--- src/rtl/bclk_training_ctrl.sv ---
// bclk_training_ctrl
// Eye-training controller for the DDR3 BCLK training IOD lane. Sweeps the
// input delay line from tap 0 upwards, grades each tap with the eye-monitor
// flags, keeps the widest clean window (earliest wins on a tie) and then
// walks the delay line back down to the centre of that window.
//
// Build option: define BCLK_TRAIN_DATA_CHECK_EN to also require RX_DATA to
// read 8'h55 or 8'hAA on every sample cycle; any other value marks the tap bad.
// Without the macro RX_DATA is ignored.
//
// state  | meaning
// IDLE   | waiting for TRAIN_START
// LOAD   | reload the default delay (tap 0)
// CLEAR  | clear the eye-monitor flags for the current tap
// SETTLE | let the lane settle after the flag clear
// SAMPLE | accumulate eye / out-of-range flags for the current tap
// EVAL   | grade the tap, update run and best window, decide sweep end
// STEP   | increment the delay line by one tap
// CENTER | decrement the delay line by one tap towards the centre
// CGAP   | idle gap between centring moves
// DONE   | training succeeded, result presented
// FAIL   | no usable window, delay line reloaded to tap 0

module bclk_training_ctrl #(
    parameter int TAP_W         = 8,
    parameter int MAX_TAPS      = 127,
    parameter int SETTLE_CYCLES = 4,
    parameter int SAMPLE_CYCLES = 8,
    parameter int MIN_WINDOW    = 2
) (
    input  logic             FAB_CLK,
    input  logic             ARST,
    input  logic             TRAIN_START,
    output logic             TRAIN_BUSY,
    output logic             TRAIN_DONE,
    output logic             TRAIN_FAIL,
    output logic [TAP_W-1:0] TAP_OUT,
    output logic [TAP_W-1:0] WINDOW_OUT,
    input  logic             EYE_MONITOR_EARLY,
    input  logic             EYE_MONITOR_LATE,
    input  logic             DELAY_LINE_OUT_OF_RANGE,
    input  logic [7:0]       RX_DATA,
    output logic             DELAY_LINE_MOVE,
    output logic             DELAY_LINE_DIRECTION,
    output logic             DELAY_LINE_LOAD,
    output logic             EYE_MONITOR_CLEAR_FLAGS
);

    // Phase timers are down-counters loaded with (cycles - 1), so the widest
    // one only has to hold the larger of the two loads.
    localparam int CNT_MAX = (SETTLE_CYCLES > SAMPLE_CYCLES) ? SETTLE_CYCLES : SAMPLE_CYCLES;
    localparam int CNT_W   = (CNT_MAX > 1) ? $clog2(CNT_MAX) : 1;

    localparam logic [CNT_W-1:0] SETTLE_LOAD = CNT_W'(SETTLE_CYCLES - 1);
    localparam logic [CNT_W-1:0] SAMPLE_LOAD = CNT_W'(SAMPLE_CYCLES - 1);
    localparam logic [TAP_W-1:0] LAST_TAP    = TAP_W'(MAX_TAPS);
    localparam logic [TAP_W-1:0] MIN_LEN     = TAP_W'(MIN_WINDOW);
    localparam logic [TAP_W-1:0] ONE         = TAP_W'(1);

    typedef enum logic [3:0] {
        ST_IDLE,
        ST_LOAD,
        ST_CLEAR,
        ST_SETTLE,
        ST_SAMPLE,
        ST_EVAL,
        ST_STEP,
        ST_CENTER,
        ST_CGAP,
        ST_DONE,
        ST_FAIL
    } state_t;

    state_t           state,      state_nxt;
    logic [CNT_W-1:0] cnt,        cnt_nxt;
    logic [TAP_W-1:0] cur_tap,    cur_tap_nxt;
    logic [TAP_W-1:0] run_start,  run_start_nxt;
    logic [TAP_W-1:0] run_len,    run_len_nxt;
    logic [TAP_W-1:0] best_start, best_start_nxt;
    logic [TAP_W-1:0] best_len,   best_len_nxt;
    logic [TAP_W-1:0] centre,     centre_nxt;
    logic [TAP_W-1:0] remaining,  remaining_nxt;
    logic             bad_acc,    bad_acc_nxt;
    logic             oor_acc,    oor_acc_nxt;

    logic             start_accept;
    logic             tap_clean;
    logic             sweep_end;
    logic             close_run;
    logic [TAP_W-1:0] ext_len;
    logic [TAP_W-1:0] ext_start;
    logic             data_bad;

    logic             done_q;
    logic             fail_q;
    logic [TAP_W-1:0] tap_q;
    logic [TAP_W-1:0] win_q;

`ifdef BCLK_TRAIN_DATA_CHECK_EN
    // Training pattern is alternating 0101/1010; anything else is a bit error.
    assign data_bad = (RX_DATA != 8'h55) && (RX_DATA != 8'hAA);
`else
    logic unused_rx_data;
    assign unused_rx_data = ^RX_DATA;
    assign data_bad       = 1'b0;
`endif

    // State register and sweep datapath.
    always_ff @(posedge FAB_CLK or posedge ARST) begin
        if (ARST) begin
            state      <= ST_IDLE;
            cnt        <= '0;
            cur_tap    <= '0;
            run_start  <= '0;
            run_len    <= '0;
            best_start <= '0;
            best_len   <= '0;
            centre     <= '0;
            remaining  <= '0;
            bad_acc    <= 1'b0;
            oor_acc    <= 1'b0;
        end else begin
            state      <= state_nxt;
            cnt        <= cnt_nxt;
            cur_tap    <= cur_tap_nxt;
            run_start  <= run_start_nxt;
            run_len    <= run_len_nxt;
            best_start <= best_start_nxt;
            best_len   <= best_len_nxt;
            centre     <= centre_nxt;
            remaining  <= remaining_nxt;
            bad_acc    <= bad_acc_nxt;
            oor_acc    <= oor_acc_nxt;
        end
    end

    // Next-state, tap grading and window bookkeeping.
    always_comb begin
        state_nxt      = state;
        cnt_nxt        = cnt;
        cur_tap_nxt    = cur_tap;
        run_start_nxt  = run_start;
        run_len_nxt    = run_len;
        best_start_nxt = best_start;
        best_len_nxt   = best_len;
        centre_nxt     = centre;
        remaining_nxt  = remaining;
        bad_acc_nxt    = bad_acc;
        oor_acc_nxt    = oor_acc;
        start_accept   = 1'b0;
        tap_clean      = 1'b0;
        sweep_end      = 1'b0;
        close_run      = 1'b0;
        ext_len        = run_len;
        ext_start      = run_start;

        case (state)
            // A start is honoured whenever the controller is not busy,
            // including the single DONE/FAIL presentation cycle.
            ST_IDLE, ST_DONE, ST_FAIL: begin
                if (TRAIN_START) begin
                    start_accept   = 1'b1;
                    cur_tap_nxt    = '0;
                    run_start_nxt  = '0;
                    run_len_nxt    = '0;
                    best_start_nxt = '0;
                    best_len_nxt   = '0;
                    centre_nxt     = '0;
                    remaining_nxt  = '0;
                    state_nxt      = ST_LOAD;
                end else begin
                    state_nxt = ST_IDLE;
                end
            end

            ST_LOAD: begin
                state_nxt = ST_CLEAR;
            end

            ST_CLEAR: begin
                bad_acc_nxt = 1'b0;
                oor_acc_nxt = 1'b0;
                cnt_nxt     = SETTLE_LOAD;
                state_nxt   = ST_SETTLE;
            end

            ST_SETTLE: begin
                if (cnt == '0) begin
                    cnt_nxt   = SAMPLE_LOAD;
                    state_nxt = ST_SAMPLE;
                end else begin
                    cnt_nxt = cnt - 1'b1;
                end
            end

            ST_SAMPLE: begin
                bad_acc_nxt = bad_acc | EYE_MONITOR_EARLY | EYE_MONITOR_LATE | data_bad;
                oor_acc_nxt = oor_acc | DELAY_LINE_OUT_OF_RANGE;
                if (cnt == '0) begin
                    state_nxt = ST_EVAL;
                end else begin
                    cnt_nxt = cnt - 1'b1;
                end
            end

            ST_EVAL: begin
                // An out-of-range tap is not part of any window, even if clean.
                tap_clean = !oor_acc && !bad_acc;
                ext_len   = tap_clean ? (run_len + ONE) : run_len;
                ext_start = (tap_clean && (run_len == '0)) ? cur_tap : run_start;
                sweep_end = oor_acc || (cur_tap == LAST_TAP);
                close_run = !tap_clean || sweep_end;

                if (close_run) begin
                    run_len_nxt = '0;
                    // Strictly greater keeps the earliest of equal windows.
                    if (ext_len > best_len) begin
                        best_len_nxt   = ext_len;
                        best_start_nxt = ext_start;
                    end
                end else begin
                    run_len_nxt   = ext_len;
                    run_start_nxt = ext_start;
                end

                if (!sweep_end) begin
                    state_nxt = ST_STEP;
                end else if (best_len_nxt < MIN_LEN) begin
                    state_nxt = ST_FAIL;
                end else begin
                    centre_nxt    = best_start_nxt + ((best_len_nxt - ONE) >> 1);
                    remaining_nxt = cur_tap - centre_nxt;
                    state_nxt     = (remaining_nxt == '0) ? ST_DONE : ST_CENTER;
                end
            end

            ST_STEP: begin
                cur_tap_nxt = cur_tap + ONE;
                state_nxt   = ST_CLEAR;
            end

            ST_CENTER: begin
                remaining_nxt = remaining - ONE;
                state_nxt     = ST_CGAP;
            end

            ST_CGAP: begin
                state_nxt = (remaining == '0) ? ST_DONE : ST_CENTER;
            end

            default: begin
                state_nxt = ST_IDLE;
            end
        endcase
    end

    // Result registers: cleared on an accepted start, captured on entry to DONE/FAIL.
    always_ff @(posedge FAB_CLK or posedge ARST) begin
        if (ARST) begin
            done_q <= 1'b0;
            fail_q <= 1'b0;
            tap_q  <= '0;
            win_q  <= '0;
        end else if (start_accept) begin
            done_q <= 1'b0;
            fail_q <= 1'b0;
            tap_q  <= '0;
            win_q  <= '0;
        end else if (state_nxt == ST_DONE) begin
            done_q <= 1'b1;
            tap_q  <= centre_nxt;
            win_q  <= best_len_nxt;
        end else if (state_nxt == ST_FAIL) begin
            fail_q <= 1'b1;
            tap_q  <= '0;
            win_q  <= best_len_nxt;
        end
    end

    // IOD control strobes decode straight from the state register, so the
    // pulses are one cycle wide and mutually exclusive by construction.
    assign DELAY_LINE_MOVE         = (state == ST_STEP) || (state == ST_CENTER);
    assign DELAY_LINE_DIRECTION    = (state == ST_STEP);
    assign DELAY_LINE_LOAD         = (state == ST_LOAD) || (state == ST_FAIL);
    assign EYE_MONITOR_CLEAR_FLAGS = (state == ST_CLEAR);

    assign TRAIN_BUSY = (state != ST_IDLE) && (state != ST_DONE) && (state != ST_FAIL);
    assign TRAIN_DONE = done_q;
    assign TRAIN_FAIL = fail_q;
    assign TAP_OUT    = tap_q;
    assign WINDOW_OUT = win_q;

endmodule
--- config.mk ---
export PLATFORM = sky130hd
export DESIGN_NAME = bclk_training_ctrl
export DESIGN_NICKNAME = d
export VERILOG_FILES = /design/src/rtl/bclk_training_ctrl.sv
export SDC_FILE = /design/constraint.sdc
export NUM_CORES = 1
export LEC_CHECK = 0
export CAP_MARGIN = 20
export CORE_UTILIZATION = 25
export DETAILED_ROUTE_END_ITERATION = 7
export GPL_TIMING_DRIVEN = 0
export MAX_ROUTING_LAYER = met4
export PLACE_DENSITY = 0.42
export SYNTH_ARGS = -nofsm -noshare
export SYNTH_HDL_FRONTEND = slang
export SYNTH_SLANG_ARGS = --single-unit
--- constraint.sdc ---
create_clock -name FAB_CLK -period 20.3 [get_ports FAB_CLK]
set_clock_uncertainty 0.1 [all_clocks]
set_input_delay 3.045 -clock FAB_CLK [delete_from_list [all_inputs] [get_ports FAB_CLK]]
set_output_delay 3.045 -clock FAB_CLK [all_outputs]
set_load 0.03 [all_outputs]
==> flow_metrics.env <==
export IMPL_outcome="finished, final reports clean"
export IMPL_portBuffers=28
export IMPL_grt_total_usage=0.1523
export IMPL_cts_clk_slew_worst_paths_ns=0.07
export IMPL_floorplan_die_width_um=151.3
export IMPL_synthCells=611
export IMPL_finalWorstPathRequiredPeriod_ns=8.329
export IMPL_insertion_delay_ns=0.35
export IMPL_cts_htree_levels=3
export IMPL_post_detailed_placement_half_perimeter_wirelength_um=11680
export IMPL_slew_limit_headroom=0.4145
export IMPL_synth_top_area_cell="sky130_fd_sc_hd__dfrtp_1"
export IMPL_critical_path_startpoint="run_len[0]$_DFFE_PP0P_"
export IMPL_min_delay_start="TRAIN_DONE$_DFFE_PP0P_"
export IMPL_postSynthRegisterBits=83
export IMPL_remaining_drc_errors=0
export IMPL_maximum_buffer_depth_of_the_clock_tree=2
export IMPL_grt_pass1_wl_um=25600
export IMPL_end_kind="flop"
export IMPL_synth_largest_type_area_fraction=0.3726
export IMPL_routed_via_density=4.972
export IMPL_cts_tree="done"
export IMPL_first_global_vias=4585
export IMPL_fp_row_count=54
export IMPL_fill_cells=2261
export IMPL_numClockSinks=83
export IMPL_timing_final_max_slew_violations=0
export IMPL_final_cells=936
export IMPL_layout_drive_gt1_share=0.08689
export IMPL_critPathLaunchType="flop"
export IMPL_report_final_hold_viol_count=0
export IMPL_synth_commonest_cells="sky130_fd_sc_hd__dfrtp_1, sky130_fd_sc_hd__nand2_1, sky130_fd_sc_hd__nor2_1"
export IMPL_antenna_violating_nets_post_route=0
export IMPL_cp_required_ns=20.43
export IMPL_design_die_area_sq_um=22900
export IMPL_synth_seq_area_share=0.3726
export IMPL_synth_distinct_cells=80
export IMPL_postCtsResizedCells=0
export IMPL_timing_hold_worst_path_depth=1
export IMPL_synthTopCellsByArea="sky130_fd_sc_hd__dfrtp_1, sky130_fd_sc_hd__ha_1, sky130_fd_sc_hd__o21ai_0, sky130_fd_sc_hd__mux2i_1, sky130_fd_sc_hd__nand2_1"
export IMPL_hold_buffers=0
export IMPL_layout_worst_path_cycle_share=0.4103
export IMPL_syn_mean_instance_area_sq_um=9.123
export IMPL_ir_drop_v=0.00005667
export IMPL_antennaDiodeCount=0
export IMPL_max_cap_violations=0
export IMPL_multiInputGateArea_sq_um=3281
export IMPL_final_net_count=696
export IMPL_drt_pass1_iter_count=5
export IMPL_core_region_area_sq_um=21820
export IMPL_max_stage_delay_ns=0.71
export IMPL_maximum_number_of_pins_on_one_net_before_global_route_repair=66
export IMPL_cp_max_fo=8
export IMPL_hold_class="reg2reg"
export IMPL_design_power_uw=1256
export IMPL_initial_utilization=0.2554
export IMPL_finalWeightedCongestion=0.8851
export IMPL_slew_worst_pin_ns=0.8769
export IMPL_finalSetupViolCount=0
export IMPL_async_reset_ff_frac=1.000
export IMPL_clk_root_buffer_cell="sky130_fd_sc_hd__clkbuf_16"
export IMPL_drt_wirelength_per_cell_um=16.81
export IMPL_launching_point_of_the_worst_reg2reg_path="run_len[0]$_DFFE_PP0P_"
export IMPL_chipHeight_um=151.3
export IMPL_number_of_buffers_added_by_the_clock_tree_synthesis_step=9
export IMPL_post_cts_buffers=0
export IMPL_p_per_area_nw_per_um2=192.4
export IMPL_via_count=4654
export IMPL_grt_overflow_total=0
export IMPL_placedCellCount=920
export IMPL_worst_path_max_delay_cell="sky130_fd_sc_hd__a211oi_4"
export IMPL_worst_ep_arrival_time_ns=8.46
export IMPL_area_growth_pct=17.13
export IMPL_area_used_by_sequential_logic_in_the_layout_sq_um=2077
export IMPL_power_static_leakage_uw=0.002870
export IMPL_io_pins=37
export IMPL_synth_flop_cell="sky130_fd_sc_hd__dfrtp_1"
export IMPL_rsz_0062_raised_after_global_routing="false"
export IMPL_drt_iter0_drc=229
export IMPL_synth_net_count=656
export IMPL_cell_area_after_technology_mapping_sq_um=5574
export IMPL_path_class="reg2reg"
export IMPL_drt_wl_total_um=15730
export IMPL_fin_tns_setup_ns=0
export IMPL_synth_warn=0
export IMPL_number_of_flops_mapped_to_enable_cells_by_yosys=0
export IMPL_antenna_found_initial=0
export IMPL_r2r_worst_path_cells=30
export IMPL_yosys_cell_count_top_type="sky130_fd_sc_hd__dfrtp_1"
export IMPL_clock_fmax_mhz=120.1
cell families after synthesis:
family          after synthesis  synth area share
mux                          31           0.06352
compound gates              170            0.2146
xor+xnor                     32           0.05432
flops                        83            0.3726
buf+inv                      57           0.04018
simple gates                206            0.1807
fa+ha+maj                    32           0.07407
state kept, by name, indices dropped and copies added, names as in the netlist, 3 cells and up:
name and cells:
TAP_OUT 8, WINDOW_OUT 8, best_len 8, best_start 8, centre 8, cnt 3
cur_tap 8, remaining 8, run_len 8, run_start 8, state 4
cell usage in the layout (no fill, tap or decap), types with 8 or more instances in the layout:
cell type	Yosys	final
sky130_fd_sc_hd__a22o_1	14	14
sky130_fd_sc_hd__xor2_1	13	13
sky130_fd_sc_hd__ha_1	29	29
sky130_fd_sc_hd__dfrtp_1	83	83
sky130_fd_sc_hd__mux2_4	8	8
sky130_fd_sc_hd__inv_1	36	35
sky130_fd_sc_hd__a32o_1	8	8
sky130_fd_sc_hd__a21oi_1	26	26
sky130_fd_sc_hd__nand3_1	29	29
sky130_fd_sc_hd__o21ai_0	55	55
sky130_fd_sc_hd__nor2_1	56	56
sky130_fd_sc_hd__xnor2_1	16	16
sky130_fd_sc_hd__nor3_1	11	11
sky130_fd_sc_hd__clkdlybuf4s50_1	0	28
sky130_fd_sc_hd__clkbuf_1	14	14
sky130_fd_sc_hd__nand2_1	57	57
sky130_fd_sc_hd__mux2i_1	22	22
sky130_fd_sc_hd__clkbuf_16	0	9
sky130_fd_sc_hd__nor2b_1	8	8
stage by stage:
step	instance area [sq um]	setup WS [ns]	util	hold slack, ns
2_1_floorplan	5574	13.59	-	0.3497
3_3_place_gp	6205	11.92	0.2843	0.3710
3_5_place_dp	6242	11.93	0.2860	0.3830
4_1_cts	6529	11.91	0.2992	0.3988
5_1_grt	6529	11.43	0.2992	0.4080
6_report	6529	11.97	0.2992	0.3940
critical path: cells and delay by family, from the launching register on:
kind | cells | cell delay (ns)
DFF | 1 | 0.46
and+or+nand+nor | 8 | 1.39
AOI/OAI and AO/OA | 13 | 2.97
adders and majority gates | 4 | 1.31
xor gates and xnor gates | 2 | 0.88
muxes | 2 | 0.91
buffers and inverters | 1 | 0.19
per-layer routing:
| metal | share of wire | vias to the layer above | track usage |
|---|---|---|---|
| li1 | - | 2290 | - |
| met1 | 0.50 | 2243 | 0.2116 |
| met2 | 0.44 | 103 | 0.2247 |
| met3 | 0.035 | 18 | 0.02349 |
| met4 | 0.018 | 0 | 0.04850 |
| met5 | 0 | - | - |
layout make-up:
type,instances,share of cell area
Tap cell,280,0.05366
Buffer,19,0.01246
Multi-Input combinational cell,471,0.5025
Sequential cell,83,0.3181
Clock inverter,6,0.007282
Timing Repair Buffer,29,0.04714
Clock buffer,10,0.03660
Inverter,38,0.02223
worst paths after layout:
check | to | slack, ns
worst max-delay path | WINDOW_OUT[4]$_DFFE_PP0P_ | 11.97
worst max register to register | WINDOW_OUT[4]$_DFFE_PP0P_ | 11.97
max in group asynchronous | best_len[2]$_DFF_PP0_ | 16.57
worst min register to register | TRAIN_DONE$_DFFE_PP0P_ | 0.39
worst min-delay path | TRAIN_DONE$_DFFE_PP0P_ | 0.39
min in group asynchronous | oor_acc$_DFFE_PP0P_ | 2.91
where the power goes:
| group | switching, uW | leakage (uW) | internal (uW) | total [uW] |
|---|---|---|---|---|
| clock network | 74.9 | 0.000139 | 87.4 | 162 |
| logic | 499 | 0.00161 | 331 | 829 |
| registers | 50.6 | 0.00112 | 214 | 265 |
(Power assumes the default switching activity.)
